==> src/rtl/uart_rx_sampled.sv <==
// Mid-bit-sampling 8N1 UART receiver with one-entry valid/ready holding register.
// Define UART_RX_PARITY_EN to add an even-parity bit between data and stop.
module uart_rx_sampled #(
  parameter int CLK_FREQ  = 1000000,
  parameter int BAUD_RATE = 9600
) (
  input  logic       clk,
  input  logic       rst,
  input  logic       rx,
  output logic [7:0] rx_data,
  output logic       rx_valid,
  input  logic       rx_ready,
  output logic       frame_err,
  output logic       overrun,
  output logic       parity_err,
  output logic       busy
);

  localparam int CPB  = CLK_FREQ / BAUD_RATE;
  localparam int HALF = CPB / 2;
  localparam int CW   = $clog2(CPB) + 1;

  localparam logic [CW-1:0] C_LAST = CW'(CPB - 1);
  localparam logic [CW-1:0] C_HALF = CW'(HALF - 1);

  typedef enum logic [2:0] {
    S_IDLE,
    S_START,
    S_DATA,
    S_PARITY,
    S_STOP,
    S_WAIT
  } state_t;

  state_t        r_state;
  logic [CW-1:0] r_cnt;
  logic [2:0]    r_idx;
  logic [7:0]    r_sr;
  logic          r_rx_m;
  logic          r_rx_s;
  logic          r_dlv;
  logic          w_tick;

  assign w_tick = (r_cnt == C_LAST);
  assign busy   = (r_state != S_IDLE);

`ifdef UART_RX_PARITY_EN
  logic r_par;
`else
  assign parity_err = 1'b0;
`endif

  always_ff @(posedge clk) begin
    if (!rst) begin
      r_state   <= S_IDLE;
      r_cnt     <= '0;
      r_idx     <= '0;
      r_sr      <= '0;
      r_rx_m    <= 1'b1;
      r_rx_s    <= 1'b1;
      r_dlv     <= 1'b0;
      rx_data   <= 8'h00;
      rx_valid  <= 1'b0;
      frame_err <= 1'b0;
      overrun   <= 1'b0;
`ifdef UART_RX_PARITY_EN
      r_par      <= 1'b0;
      parity_err <= 1'b0;
`endif
    end else begin
      r_rx_m    <= rx;
      r_rx_s    <= r_rx_m;
      frame_err <= 1'b0;
      overrun   <= 1'b0;
      r_dlv     <= 1'b0;
`ifdef UART_RX_PARITY_EN
      parity_err <= 1'b0;
`endif
      // A completed byte lands one cycle after its stop sample
      if (r_dlv) begin
        if (!rx_valid || rx_ready) begin
          rx_data  <= r_sr;
          rx_valid <= 1'b1;
        end else begin
          overrun <= 1'b1;
        end
`ifdef UART_RX_PARITY_EN
        parity_err <= r_par ^ (^r_sr);
`endif
      end else if (rx_valid && rx_ready) begin
        rx_valid <= 1'b0;
      end

      case (r_state)
        S_IDLE: begin
          if (!r_rx_s) begin
            r_state <= S_START;
            r_cnt   <= '0;
          end
        end
        S_START: begin
          if (r_cnt == C_HALF) begin
            r_cnt   <= '0;
            r_idx   <= '0;
            r_state <= r_rx_s ? S_IDLE : S_DATA;
          end else begin
            r_cnt <= r_cnt + CW'(1);
          end
        end
        S_DATA: begin
          if (w_tick) begin
            r_cnt <= '0;
            r_sr  <= {r_rx_s, r_sr[7:1]};
            if (r_idx == 3'd7) begin
`ifdef UART_RX_PARITY_EN
              r_state <= S_PARITY;
`else
              r_state <= S_STOP;
`endif
            end else begin
              r_idx <= r_idx + 3'd1;
            end
          end else begin
            r_cnt <= r_cnt + CW'(1);
          end
        end
`ifdef UART_RX_PARITY_EN
        S_PARITY: begin
          if (w_tick) begin
            r_cnt   <= '0;
            r_par   <= r_rx_s;
            r_state <= S_STOP;
          end else begin
            r_cnt <= r_cnt + CW'(1);
          end
        end
`endif
        S_STOP: begin
          if (w_tick) begin
            r_cnt <= '0;
            if (r_rx_s) begin
              r_dlv   <= 1'b1;
              r_state <= S_IDLE;
            end else begin
              frame_err <= 1'b1;
              r_state   <= S_WAIT;
            end
          end else begin
            r_cnt <= r_cnt + CW'(1);
          end
        end
        S_WAIT: begin
          if (r_rx_s) r_state <= S_IDLE;
        end
        default: begin
          r_state <= S_IDLE;
          r_cnt   <= '0;
        end
      endcase
    end
  end

endmodule
==> config.mk <==
export PLATFORM = sky130hd
export DESIGN_NAME = uart_rx_sampled
export DESIGN_NICKNAME = d
export VERILOG_FILES = /design/src/rtl/uart_rx_sampled.sv
export SDC_FILE = /design/constraint.sdc
export NUM_CORES = 1
export LEC_CHECK = 0
export CAP_MARGIN = 20
export CORE_MARGIN = 1
export CORE_UTILIZATION = 50
export DETAILED_ROUTE_END_ITERATION = 10
export DONT_BUFFER_PORTS = 1
export REMOVE_ABC_BUFFERS = 1
export SETUP_SLACK_MARGIN = 0.4
export SLEW_MARGIN = 25
export SYNTH_ARGS = -nofsm -noshare
export SYNTH_HDL_FRONTEND = slang
export SYNTH_SLANG_ARGS = --single-unit
export TNS_END_PERCENT = 20
==> constraint.sdc <==
create_clock -name clk -period 2.47 [get_ports clk]
set_input_delay 0.494 -clock clk [delete_from_list [all_inputs] [get_ports clk]]
set_output_delay 0.494 -clock clk [all_outputs]
set_load 0.005 [all_outputs]
After elaboration in Yosys (flattened, before gate mapping):

Cells that the tools add are included.

* input bits: 4
* register bits: 36
* output and inout bits: 13
* logic and storage cells: 68

* muxes and demuxes: 23
* reductions and logical operators: 16
* equality and inequality tests: 15
* $add $sub $neg: 2
* bitwise logic cells: 1

Operators with widths (number)
* one-hot mux 8 bit (4 select lines): 1
* 2-to-1 mux 3 bit: 10
* 2-to-1 mux 8 bit: 3
* one-hot mux 3 bit (5 select lines): 1
* != test 2 bit (second input constant): 7
* AND reduction 2 bit: 5
* equality test 3 bit (second input constant): 3
* adder 8 x 1 -> 8 bit (second input constant): 1
* equality test 8 x 6 -> 1 bit (second input constant): 1
* equality test 8 x 7 -> 1 bit (second input constant): 1
* 2-to-1 mux 1 bit: 6
* one-hot mux 3 bit (2 select lines): 1
* AND reduction 6 bit: 1
* AND reduction 4 bit: 1
* nonzero test 2 bit: 2
* adder 3 x 1 -> 3 bit (second input constant): 1
* equality test 3 x 1 -> 1 bit (second input constant): 1
* equality test 3 x 2 -> 1 bit (second input constant): 1
* logical NOT 3 bit: 1
* AND reduction 3 bit: 1
* nonzero test 3 bit: 1
* 2-to-1 mux 2 bit: 1
* != test 2 x 1 -> 1 bit (second input constant): 1
* OR reduction 2 bit: 1
* 4 further kinds: 4

Depth between registers and ports, before layout:

* depth in word-level cells: 4
* depth in mapped cells: 7
* gate-level depth less buffers: 7

Worst setup path before layout:

Ideal clock, no wire load.

* path type: register to register
* start: reg r_idx[0]
* end: reg r_idx[0]
* arrival time: 2.000 ns
* required time: 2.400 ns
* slack: 0.400 ns
* path buffers: 0
* library setup time: 0.070 ns
* cell stages (with the launch flop): 8
* period minus slack after synthesis: 2.070 ns
* path through: dfxtp_1 ha_1 ha_1 or3b_1 o2bb2a_4 or3_4 or3_1 a21boi_1

* cells in the longest elaborated chain, start to end: 4
* elaborated cells between the ends (all ways): 7
* those cells by class: add/sub (1); eq/ne (2); mux (3); reduce/logical (1)

RTL lines
* from (decl): line 37 `logic [2:0] r_idx;`
* from (signal assigned): line 121 `r_idx <= r_idx + 3'd1;`
* adder 3 x 1 -> 3 bit: line 121
* 2-to-1 mux 3 bit: line 114 `if (r_idx == 3'd7) begin`
* 2-to-1 mux 3 bit: line 111 `if (w_tick) begin`
* one-hot mux 3 bit (2 select lines): line 94 `case (r_state)`

Parallel ways exist; a longest one is shown, timed or not. The select of a mux whose other input is x is not followed.
A chain may end at the register's enable or synchronous reset.

Worst setup path after layout:

Same ends and word-level chain as after synthesis.

==> results.py <==
metrics = {
    "run_status": {
        "outcome": "finished clean",
    },
    "setup_path": {
        "cp.required_ps": 2760,
        "max_stage_delay_ps": 380,
        "critPathKind": "reg2reg",
        "crit_family": "simple AND/OR/NAND/NOR gates",
        "critPathArrivalTime_ps": 2450,
        "critPathBufInv": 0,
        "cp_cell_sequence": "ha_1 -> ha_2 -> or3b_1 -> o2bb2a_4 -> or3_4 -> or3_1 -> a21boi_1",
        "crit_path_top_delay_cell": "or3b_1",
        "critical_path_peak_fanout": 6,
        "endpoint_kind": "register",
        "cp-start-kind": "register",
    },
    "power_and_ir_drop": {
        "cellLeakagePower_nw": 0.674,
        "powerDensity_mw_per_mm2": 668,
        "ir_worst_vdd_v": 0.000378,
    },
    "floorplan": {
        "die-area_mm2": 0.00358,
        "start_util_pct": 54.0,
        "design.core.area_mm2": 0.00310,
        "dieWidth_um": 59.9,
        "pin_count": 17,
        "rows": 20,
        "die_height_um": 59.9,
    },
    "synthesis": {
        "synth_top_area_share_pct": 43.0,
        "synth.most_common_cell": "dfxtp_1",
        "synth_cells": 187,
        "synth_common_cells": "36 x dfxtp_1, 31 x nand2_1, 13 x nor2b_1",
        "synth_area_per_cell_um2": 8.95,
        "ys_async_sr_fraction_pct": 0,
        "yosys-top-cells-area": "dfxtp_1 43%, nand2_1 7.0%, mux2i_1 6.0%",
        "synth-seq-cells": 36,
        "synth_flop_cell": "dfxtp_1",
        "ys_seq_area_share_pct": 43.0,
        "synth_warnings": 0,
        "synthesis.area_mm2": 0.00167,
        "synth_edf_count": 0,
        "synth_top_area_cell": "dfxtp_1",
        "synthDistinctLibCells": 39,
    },
    "cells_and_area": {
        "layout.nets": 196,
        "utilization_pct": 57.7,
        "layout-drive-gt1-share_pct": 9.47,
        "fill_cells": 311,
        "syn_to_final_growth_pct": 6.95,
        "diodes": 0,
    },
    "placed_design": {
        "dp_hpwl_mm": 2.08,
        "io_buffers": 0,
        "place_congestion": 0.806,
    },
    "drt": {
        "wl_per_cell_um": 13.4,
        "vias_per_cell": 5.48,
        "ant_nets": 0,
        "dr.pass1.iters": 4,
        "drcViolationCount": 0,
        "first_iter_violations": 50,
        "routed_wl_mm": 3.15,
        "vias": 1283,
    },
    "global_route": {
        "track_usage_pct": 19.5,
        "grt_overflow_total": 0,
        "grt_pass1_wl_mm": 5.11,
        "grt_pass1_vias": 1148,
        "antenna_found_initial": 0,
        "grt_max_degree": 41,
    },
    "clock_tree": {
        "cts_tree": "done",
        "clk_pin_slew_worst_paths_ps": 120,
        "numClockSinks": 36,
        "cts_max_path_buffers": 2,
        "tritoncts.num_buffers": 5,
        "cts_max_level": 2,
        "clkLatencyLatePin_ps": 350,
        "root_buffer": "clkbuf_4",
    },
    "timing": {
        "skew_ps": 8.14,
        "rsz0062_at_grt": "true",
        "period_minus_slack_ps": 2160,
        "final_hold_viol_count": 0,
        "setup_viol": 0,
        "worstMarginPinSlew_ps": 529,
        "fin_setup_tns_ps": 0,
        "max_freq_mhz": 462,
        "maxSlewHeadroom_pct": 64.7,
        "maxSlewViolCount": 0,
        "fin_crit_sh_pct": 87.6,
    },
    "min_path": {
        "hp-class": "in2reg",
    },
    "flow_run": {
        "maxCapViolCount": 0,
    },
}
[cells by family after synthesis]
| logic type | after synthesis | synth area share [%] |
|---|---|---|
| AND/OR/NAND/NOR | 87 | 28.3 |
| flip-flops | 36 | 43.0 |
| AO/OA/AOI/OAI | 34 | 15.2 |
| buffers and inverters | 12 | 2.91 |
| multiplexers | 10 | 5.98 |
| XOR/XNOR | 4 | 2.09 |
| adder cells (fa/ha/maj) | 3 | 2.24 |
| other | 1 | 0.224 |
[layer usage]
metal	track usage (%)	routed length (um)
met1	23.8	1470
met2	30.8	1470
met3	6.93	158
met4	8.64	51
met5	0	0
[final cells by class]
class | instances | area [um2] | area share, %
timing repair buffer | 4 | 30.0 | 1.68
clock buffer | 6 | 51.3 | 2.87
sequential | 36 | 722 | 40.3
inverter | 3 | 11.3 | 0.629
multi-input combinational | 139 | 907 | 50.7
tap | 44 | 55.1 | 3.07
clock inverter | 2 | 13.8 | 0.769
[stage by stage]
stage | instance area (um2) | instances | setup WS, ps | hold slack [ps] | power, mW
floorplan | 1640 | 178 | 400 | 386 | 0.798
global placement | 1710 | 225 | 351 | 393 | 0.847
detailed placement | 1710 | 225 | 311 | 393 | 0.856
CTS | 1790 | 234 | 301 | 189 | 1.21
global route | 1790 | 234 | 226 | 190 | 1.26
finish | 1790 | 234 | 307 | 214 | 1.20
[state kept, by name, indices dropped and copies added (netlist names)]
signal     flops
rx_valid       1
rx_data        8
r_rx_m         1
r_cnt          8
overrun        1
r_dlv          1
r_sr           8
r_idx          3
r_rx_s         1
frame_err      1
r_state        3
[timing repair]
item	in CTS	in global routing
pin swaps	3	0
setup endpoints to repair	3	7
hold buffers	0	0
resized for setup	2	0
buffers inserted	1	0
endpoints found under the hold margin	0	0
[final timing paths]
| path | startpoint | to | slack [ps] | cells after the start |
|---|---|---|---|---|
| min | rst | r_rx_s | 210 | 1 |
| max | r_idx[0] | r_idx[0] | 310 | 7 |
| min reg2reg | r_rx_m | r_rx_s | 410 | 1 |
| max reg2reg | r_idx[0] | r_idx[0] | 310 | 7 |
[placed cells by master (no fill, tap or decap), drive strengths merged, types with 2 or more instances in the layout]
master and count:
inv 4, and3 4, ha 3, o211ai 5, a21boi 12, nand2 31, buf 4, nand3b 3
and3b 2, a22oi 2, nor3 3, o21ai 4, mux2i 10, nand3 8, nand2b 4, o21a 3
xnor2 3, or3b 2, nor3b 3, clkbuf 6, nor2b 13, dfxtp 36, nor2 4, or3 6
a21oi 3
[where the power goes]
group	switching [mW]	total [mW]	internal, mW
clock network	0.209	0.350	0.141
registers	0.0366	0.639	0.603
logic	0.121	0.207	0.0865
Power figures use the tool's default switching activity.
